## src/rtl/imem_port_arbiter_if.sv

```systemverilog
// Signal bundle for the instruction-memory port arbiter: the fetch port,
// the debug/loader read port and the shared instruction-memory port.
interface imem_port_arbiter_if;
    logic        if_req;
    logic [31:0] if_addr;
    logic [31:0] if_data;
    logic        if_stall;
    logic        dbg_req;
    logic [31:0] dbg_addr;
    logic        dbg_ack;
    logic [31:0] dbg_data;
    logic        mem_ce;
    logic [31:0] mem_addr;
    logic [31:0] mem_data;

    // Environment side: the fetch stage, the debug requester and the memory.
    modport master (
        output if_req, if_addr, dbg_req, dbg_addr, mem_data,
        input  if_data, if_stall, dbg_ack, dbg_data, mem_ce, mem_addr
    );

    // Arbiter side.
    modport slave (
        input  if_req, if_addr, dbg_req, dbg_addr, mem_data,
        output if_data, if_stall, dbg_ack, dbg_data, mem_ce, mem_addr
    );
endinterface

```

## src/rtl/imem_port_arbiter.sv

```systemverilog
// Shares one single-ported instruction memory between the fetch stage and a
// debug/loader read port. Fetch normally owns the port; a pending debug read
// steals exactly one cycle, either immediately when fetch is idle or after at
// most DBG_MAXWAIT cycles of waiting behind a busy fetch stage.
module imem_port_arbiter #(
    parameter int DBG_MAXWAIT = 4    // legal range 1..15
) (
    input  logic               clk,
    input  logic               rst,  // asynchronous, active-low
    imem_port_arbiter_if.slave bus
);

    localparam logic [1:0] S_IF  = 2'd0;   // fetch owns the port
    localparam logic [1:0] S_DBG = 2'd1;   // single debug access cycle
    localparam logic [1:0] S_ACK = 2'd2;   // debug acknowledged, fetch owns the port

    // Value of wait_cnt at which a waiting debug request is forced through.
    localparam logic [3:0] WAIT_LAST = 4'(DBG_MAXWAIT - 1);

    logic [1:0] state;
    logic [1:0] state_nxt;
    logic [3:0] wait_cnt;
    logic [3:0] wait_cnt_nxt;

    // Next-state and starvation counter: fetch wins ties until the debug
    // request has waited WAIT_LAST cycles; an idle fetch grants debug at once.
    always_comb begin
        state_nxt    = state;
        wait_cnt_nxt = wait_cnt;
        case (state)
            S_IF: begin
                if (!bus.dbg_req) begin
                    wait_cnt_nxt = 4'd0;
                end else if (!bus.if_req || (wait_cnt == WAIT_LAST)) begin
                    state_nxt    = S_DBG;
                    wait_cnt_nxt = 4'd0;
                end else if (wait_cnt != 4'hF) begin
                    wait_cnt_nxt = wait_cnt + 4'd1;
                end
            end
            S_DBG: begin
                state_nxt    = S_ACK;
                wait_cnt_nxt = 4'd0;
            end
            S_ACK: begin
                state_nxt    = S_IF;
                wait_cnt_nxt = 4'd0;
            end
            default: begin
                state_nxt    = S_IF;
                wait_cnt_nxt = 4'd0;
            end
        endcase
    end

    // State and counter registers; reset drops any access in flight.
    always_ff @(posedge clk or negedge rst) begin
        if (!rst) begin
            state    <= S_IF;
            wait_cnt <= 4'd0;
        end else begin
            state    <= state_nxt;
            wait_cnt <= wait_cnt_nxt;
        end
    end

    // Capture debug read data at the end of the access cycle and pulse the
    // acknowledge for the following cycle (which is exactly S_ACK).
    always_ff @(posedge clk or negedge rst) begin
        if (!rst) begin
            bus.dbg_ack  <= 1'b0;
            bus.dbg_data <= 32'h0;
        end else begin
            bus.dbg_ack <= (state == S_DBG);
            if (state == S_DBG) begin
                bus.dbg_data <= bus.mem_data;
            end
        end
    end

    // Port steering: debug drives the memory only in S_DBG, where a requesting
    // fetch is stalled and receives no data; addresses pass through untouched.
    always_comb begin
        bus.mem_ce   = bus.if_req;
        bus.mem_addr = bus.if_addr;
        bus.if_data  = bus.mem_data;
        bus.if_stall = 1'b0;
        if (state == S_DBG) begin
            bus.mem_ce   = 1'b1;
            bus.mem_addr = bus.dbg_addr;
            bus.if_data  = 32'h0;
            bus.if_stall = bus.if_req;
        end
    end

endmodule

```

## src/flat_wrapper.sv

```systemverilog
// flat-port wrapper written by rule: the top's interface ports become plain ports
module imem_port_arbiter_flat 
#(
    parameter int DBG_MAXWAIT = 4                        
)
  (clk, rst, bus_if_req, bus_if_addr, bus_dbg_req, bus_dbg_addr, bus_mem_data, bus_if_data, bus_if_stall, bus_dbg_ack, bus_dbg_data, bus_mem_ce, bus_mem_addr);
  imem_port_arbiter_if bus_i ();
  input  logic clk;
  input  logic rst;
  input wire logic [$bits(bus_i.if_req)-1:0] bus_if_req;
  input wire logic [$bits(bus_i.if_addr)-1:0] bus_if_addr;
  input wire logic [$bits(bus_i.dbg_req)-1:0] bus_dbg_req;
  input wire logic [$bits(bus_i.dbg_addr)-1:0] bus_dbg_addr;
  input wire logic [$bits(bus_i.mem_data)-1:0] bus_mem_data;
  output wire logic [$bits(bus_i.if_data)-1:0] bus_if_data;
  output wire logic [$bits(bus_i.if_stall)-1:0] bus_if_stall;
  output wire logic [$bits(bus_i.dbg_ack)-1:0] bus_dbg_ack;
  output wire logic [$bits(bus_i.dbg_data)-1:0] bus_dbg_data;
  output wire logic [$bits(bus_i.mem_ce)-1:0] bus_mem_ce;
  output wire logic [$bits(bus_i.mem_addr)-1:0] bus_mem_addr;
  assign bus_i.if_req = bus_if_req;
  assign bus_i.if_addr = bus_if_addr;
  assign bus_i.dbg_req = bus_dbg_req;
  assign bus_i.dbg_addr = bus_dbg_addr;
  assign bus_i.mem_data = bus_mem_data;
  assign bus_if_data = bus_i.if_data;
  assign bus_if_stall = bus_i.if_stall;
  assign bus_dbg_ack = bus_i.dbg_ack;
  assign bus_dbg_data = bus_i.dbg_data;
  assign bus_mem_ce = bus_i.mem_ce;
  assign bus_mem_addr = bus_i.mem_addr;
  imem_port_arbiter #(.DBG_MAXWAIT(DBG_MAXWAIT)) u_core (.clk(clk), .rst(rst), .bus(bus_i));
endmodule
```

## config.mk

```make
export PLATFORM = sky130hd
export DESIGN_NAME = imem_port_arbiter_flat
export DESIGN_NICKNAME = d
export VERILOG_FILES = /design/src/rtl/imem_port_arbiter_if.sv /design/src/rtl/imem_port_arbiter.sv /design/src/flat_wrapper.sv
export SDC_FILE = /design/constraint.sdc
export NUM_CORES = 1
export LEC_CHECK = 0
export ABC_CLOCK_PERIOD_IN_PS = 1400
export CORE_AREA = 2 2 77 79
export CTS_BUF_LIST = sky130_fd_sc_hd__clkbuf_4 sky130_fd_sc_hd__clkbuf_8 sky130_fd_sc_hd__clkbuf_16
export DETAILED_ROUTE_END_ITERATION = 8
export DIE_AREA = 0 0 79 81
export DONT_BUFFER_PORTS = 1
export PLACE_DENSITY_LB_ADDON = 0.08
export SLEW_MARGIN = 0
export SYNTH_ARGS = -nofsm -noshare
export SYNTH_HDL_FRONTEND = slang
export SYNTH_SLANG_ARGS = --single-unit
```

## constraint.sdc

```tcl
create_clock -name clk -period 1.4 [get_ports clk]
set_input_delay 0.42 -clock clk [delete_from_list [all_inputs] [get_ports clk]]
set_output_delay 0.42 -clock clk [all_outputs]
set_load 0.01 [all_outputs]
```

-- After elaboration in Yosys (flattened, before gate mapping)
Index checks and enable logic that the tools add are counted.
- word-level logic and storage cells: 26
- flip-flop bits (word level): 39
- output and inout bits: 99
- bits of input ports: 100
- mux-type cells: 11
- add/subtract/negate cells: 1
- equality and inequality tests: 6
- reduce and logical (&&, ||, !) cells: 4
- operators by type and width (kind ; number):
    two-way mux 32 bit ; 2
    two-way mux 4 bit ; 4
    adder 4 x 1 -> 4 bit (second input constant) ; 1
    == test 4 x 2 -> 1 bit (second input constant) ; 1
    two-way mux 2 bit ; 2
    != test 4 x 2 -> 1 bit (second input constant) ; 1
    != test 4 bit (second input constant) ; 1
    one-hot mux 2 bit (2 select lines) ; 1
    == test 2 x 1 -> 1 bit (second input constant) ; 1
    logical NOT 2 bit ; 1
    two-way mux 1 bit ; 2
    != test 2 x 1 -> 1 bit (second input constant) ; 1
    != test 2 bit (second input constant) ; 1
    AND reduction 2 bit ; 1
    logical NOT 1 bit ; 1
    logical OR 1 bit ; 1

-- Logic depth before layout (Yosys ltp)
Gate-level depths: netlist of run 1.
- word-level depth: 5
- mapped depth: 7

-- Worst setup path after synthesis of run 1
No wires, ideal clock.
- kind: register to output
- start: register u_core.state[1]
- end: output port bus_mem_addr[0]
- buffers on the path: 3
- cell stages (with the launch flop): 8
- arrival time: 1046 ps
- required time: 980 ps
- setup slack: -66 ps
- cells stage by stage: dfrtp_1 -> nand2b_4 -> buf_6 -> inv_2 -> buf_6 -> buf_6 -> nand2_1 -> nand2_1
- cells in the longest elaborated chain, start to end: 2
- RTL lines (item ; RTL line ; source):
    start, declared ; imem_port_arbiter.sv:20 ; logic [1:0] state;
    start signal, assigned ; imem_port_arbiter.sv:62 ; state <= state_nxt;
    == test 2 x 1 -> 1 bit ; imem_port_arbiter.sv:88 ; if (state == S_DBG) begin
    two-way mux 32 bit ; imem_port_arbiter.sv:88 ;
    end, declared ; flat_wrapper.sv:20 ; output wire logic [$bits(bus_i.mem_addr)-1:0] bus_mem_addr;
No other way between the ends.

-- Worst setup path in the final report of run 1
- start: register u_core.state[0]
- end: output port bus_mem_addr[29]
Same word-level chain as after synthesis.

==> reports/metrics.csv, run 1 <==
metric,value,unit
clk_pin_slew,0.07,ns
hpwl,4250,µm
gp_congestion,0.766,
grtUsageTotal,16.0,%
slowest_stage,dfrtp_1,
detail_route.vias_per_cell,4.86,
hold_violations,0,
postSynthCellCount,305,
power,4.60,mW
yosys_warnings,0,
area_growth_syn_to_layout,25.1,%
crit_required,0.98,ns
synth_nets,406,
fin_crit_sh,122,%
finClkSkew,0.00159,ns
setup_slack,-0.314,ns
wl_per_cell,15.9,µm
ys_ff_latch,39,
dp_slack,0.00269,ns
reg2reg_depth,4,
maxCapViolations,0,
cts_tree,yes,
dpl.cell_count,373,
worstReg2RegEnd,u_core.wait_cnt[2]$_DFFE_PN0P_,
leakage,1.47,nW
crit_end,bus_mem_addr[29],
clock_path_buffers,2,
dieArea,6400,µm²
r2r_start,u_core.wait_cnt[0]$_DFFE_PN0P_,
root_buffer,clkbuf_8,
n_fill_cell,584,
drive_gt1_share,33.7,%
ys_types,21,
rows,28,
use_met2,27.5,%
busiest_layer,met2,
ir_worst_vdd,0.796,mV
cts-htree-levels,2,
end_kind,output port,
core-area,5680,µm²
max_stage_delay,0.41,ns
syn_area_per_cell,7.16,µm²
grt_pass1_wl,7800,µm
grt_overflow,0,
drc,0,
violations,negative setup slack,
register_area,976,µm²
max_freq,583,MHz
worstPathArrival,1.29,ns
setup_viol,66,
drt_iter0_markers,77,
grt_use_met1,18.2,%
slew_headroom,82.5,%
drtAntennaViolNets,0,
start_kind,register,
crit_fanout,50,
grt_pass1_vias,1580,
setup_tns,-18.69,ns
pin_count,199,
routed_wl,6190,µm
cts_made_buffers,5,
fin_cells,390,
regToRegSetupSlack,0.06,ns
status,"complete, but fails checks",
crit_path_start,u_core.state[0]$_DFFE_PN0P_,
start_util,38.5,%
worst_pin_slew,0.261,ns
grt_max_degree,51,
rsz0062_at_grt,true,
port_buffers,0,
drtPass1Iterations,2,
yosysSeqAreaShare,44.7,%
multi_input_area,1270,µm²
met3_usage,7.00,%
path_cells,nand2b_4 > buf_12 > nand2_1 > nand2_2,
antennaDiodeCount,0,
insertion_delay,0.28,ns
antenna_found_initial,0,
p_per_area,1680,nW/µm²
die_h,81,µm
hold_class,in2reg,
cts.sinks,39,
critPathKind,reg2out,
nets,417,
period_minus_slack,1.71,ns
holdWs,0.224,ns
slew_viol_final,0,
vias,1895,
fp.dieW,79,µm
syn_area,2180,µm²
worst min path at each step:
stage	cells after the start	slack [ns]	to	from
floorplan	0	0.12	u_core.bus.dbg_ack$_DFF_PN0_	rst
global placement	0	0.13	u_core.wait_cnt[0]$_DFFE_PN0P_	rst
detailed placement	0	0.13	u_core.wait_cnt[0]$_DFFE_PN0P_	rst
CTS	1	0.21	u_core.state[0]$_DFFE_PN0P_	bus_if_req
global route	1	0.20	u_core.state[0]$_DFFE_PN0P_	bus_if_req
finish	1	0.22	u_core.state[0]$_DFFE_PN0P_	bus_if_req
timing repair:
item,4_1_cts,5_1_grt
hold buffers,2,0
cloned,0,5
endpoints found under the hold margin,39,0
endpoints found under the setup margin,66,67
resized for setup,17,21
setup buffers,0,4
pin swaps,0,19
final cells by class:
class	count	share of cell area, %
tap	75	3.44
timing repair buffer	22	11.2
sequential	39	35.7
inverter	2	0.366
clock buffer	6	2.79
multi-input combinational	246	46.4
Yosys cell counts:
| library cell | number | share of area, % |
|---|---|---|
| inv_2 | 1 | 0.17 |
| xnor2_1 | 1 | 0.40 |
| buf_2 | 8 | 1.8 |
| a31oi_1 | 2 | 0.57 |
| mux2i_1 | 1 | 0.46 |
| ha_1 | 1 | 0.57 |
| nand4_2 | 1 | 0.57 |
| nand2b_4 | 1 | 0.63 |
| buf_6 | 7 | 3.6 |
| nor2_1 | 5 | 0.86 |
| buf_4 | 1 | 0.34 |
| clkbuf_1 | 2 | 0.34 |
| nand2_1 | 194 | 33 |
| or3b_1 | 1 | 0.40 |
| nand3_1 | 2 | 0.46 |
| dfrtp_1 | 39 | 45 |
| inv_1 | 1 | 0.17 |
| and2_1 | 33 | 9.5 |
| nor3b_1 | 1 | 0.34 |
| nand2b_1 | 1 | 0.29 |
| nor3_1 | 2 | 0.46 |
stage by stage:
step                cell area, µm²  util [%]
finish                        2730      48.1
global route                  2730      48.1
CTS                           2530      44.6
detailed placement            2380      41.9
global placement              2380      41.9
floorplan                     2290         -
cells by family (layout without fill, tap and decap cells):
family / count (synthesis) / after routing / share of synthesized area, %
and+or+nand+nor: 241 / 241 / 46.8
AOI/OAI and AO/OA: 2 / 2 / 0.573
muxes: 1 / 1 / 0.458
xor gates and xnor gates: 1 / 1 / 0.401
buffers and inverters: 20 / 30 / 6.48
adders and majority gates: 1 / 1 / 0.573
DFF: 39 / 39 / 44.7
power breakdown:
group,switching [mW],internal (mW),leakage [nW]
Combinational,0.939,0.749,0.941
Clock,0.355,0.351,0.0406
Sequential,0.601,1.60,0.491
routing by layer:
layer | share of wire [%] | wire, µm
met1 | 39 | 2410
met2 | 51 | 3150
met3 | 9.5 | 588
met4 | 0.61 | 38
met5 | 0 | 0
flip-flops by register name, indices dropped and copies added, names as in the netlist:
name,cells
u_core.state,2
u_core.bus.dbg_data,32
u_core.bus.dbg_ack,1
u_core.wait_cnt,4
worst max-delay path, delay by kind of cell, from the launching register on:
| kind | cells | cell delay, ns |
|---|---|---|
| DFF | 1 | 0.41 |
| and+or+nand+nor | 3 | 0.35 |
| buffers and inverters | 1 | 0.24 |
layout by cell type, fill, tap and decap left out, types with 2 or more instances in the layout:
master / n
nand2_1: 153
nand2_2: 40
dfrtp_1: 39
and2_4: 33
buf_4: 10
buf_12: 6
nor2_1: 5
clkbuf_8: 5
clkbuf_16: 3
nand2b_4: 2
nand3_1: 2
a31oi_1: 2
No activity file was read; power rests on OpenSTA's default activity.
==> inputs of run 2 (changes only) <==
--- a/config.mk
+++ b/config.mk
@@ -8,6 +8,7 @@
 export ABC_CLOCK_PERIOD_IN_PS = 1400
 export CORE_AREA = 2 2 77 79
 export CTS_BUF_LIST = sky130_fd_sc_hd__clkbuf_4 sky130_fd_sc_hd__clkbuf_8 sky130_fd_sc_hd__clkbuf_16
+export CTS_CLUSTER_SIZE = 28
 export DETAILED_ROUTE_END_ITERATION = 8
 export DIE_AREA = 0 0 79 81
 export DONT_BUFFER_PORTS = 1
==> results of run 2 <==
Final layout, timing and power as in run 1 (identical DEF).
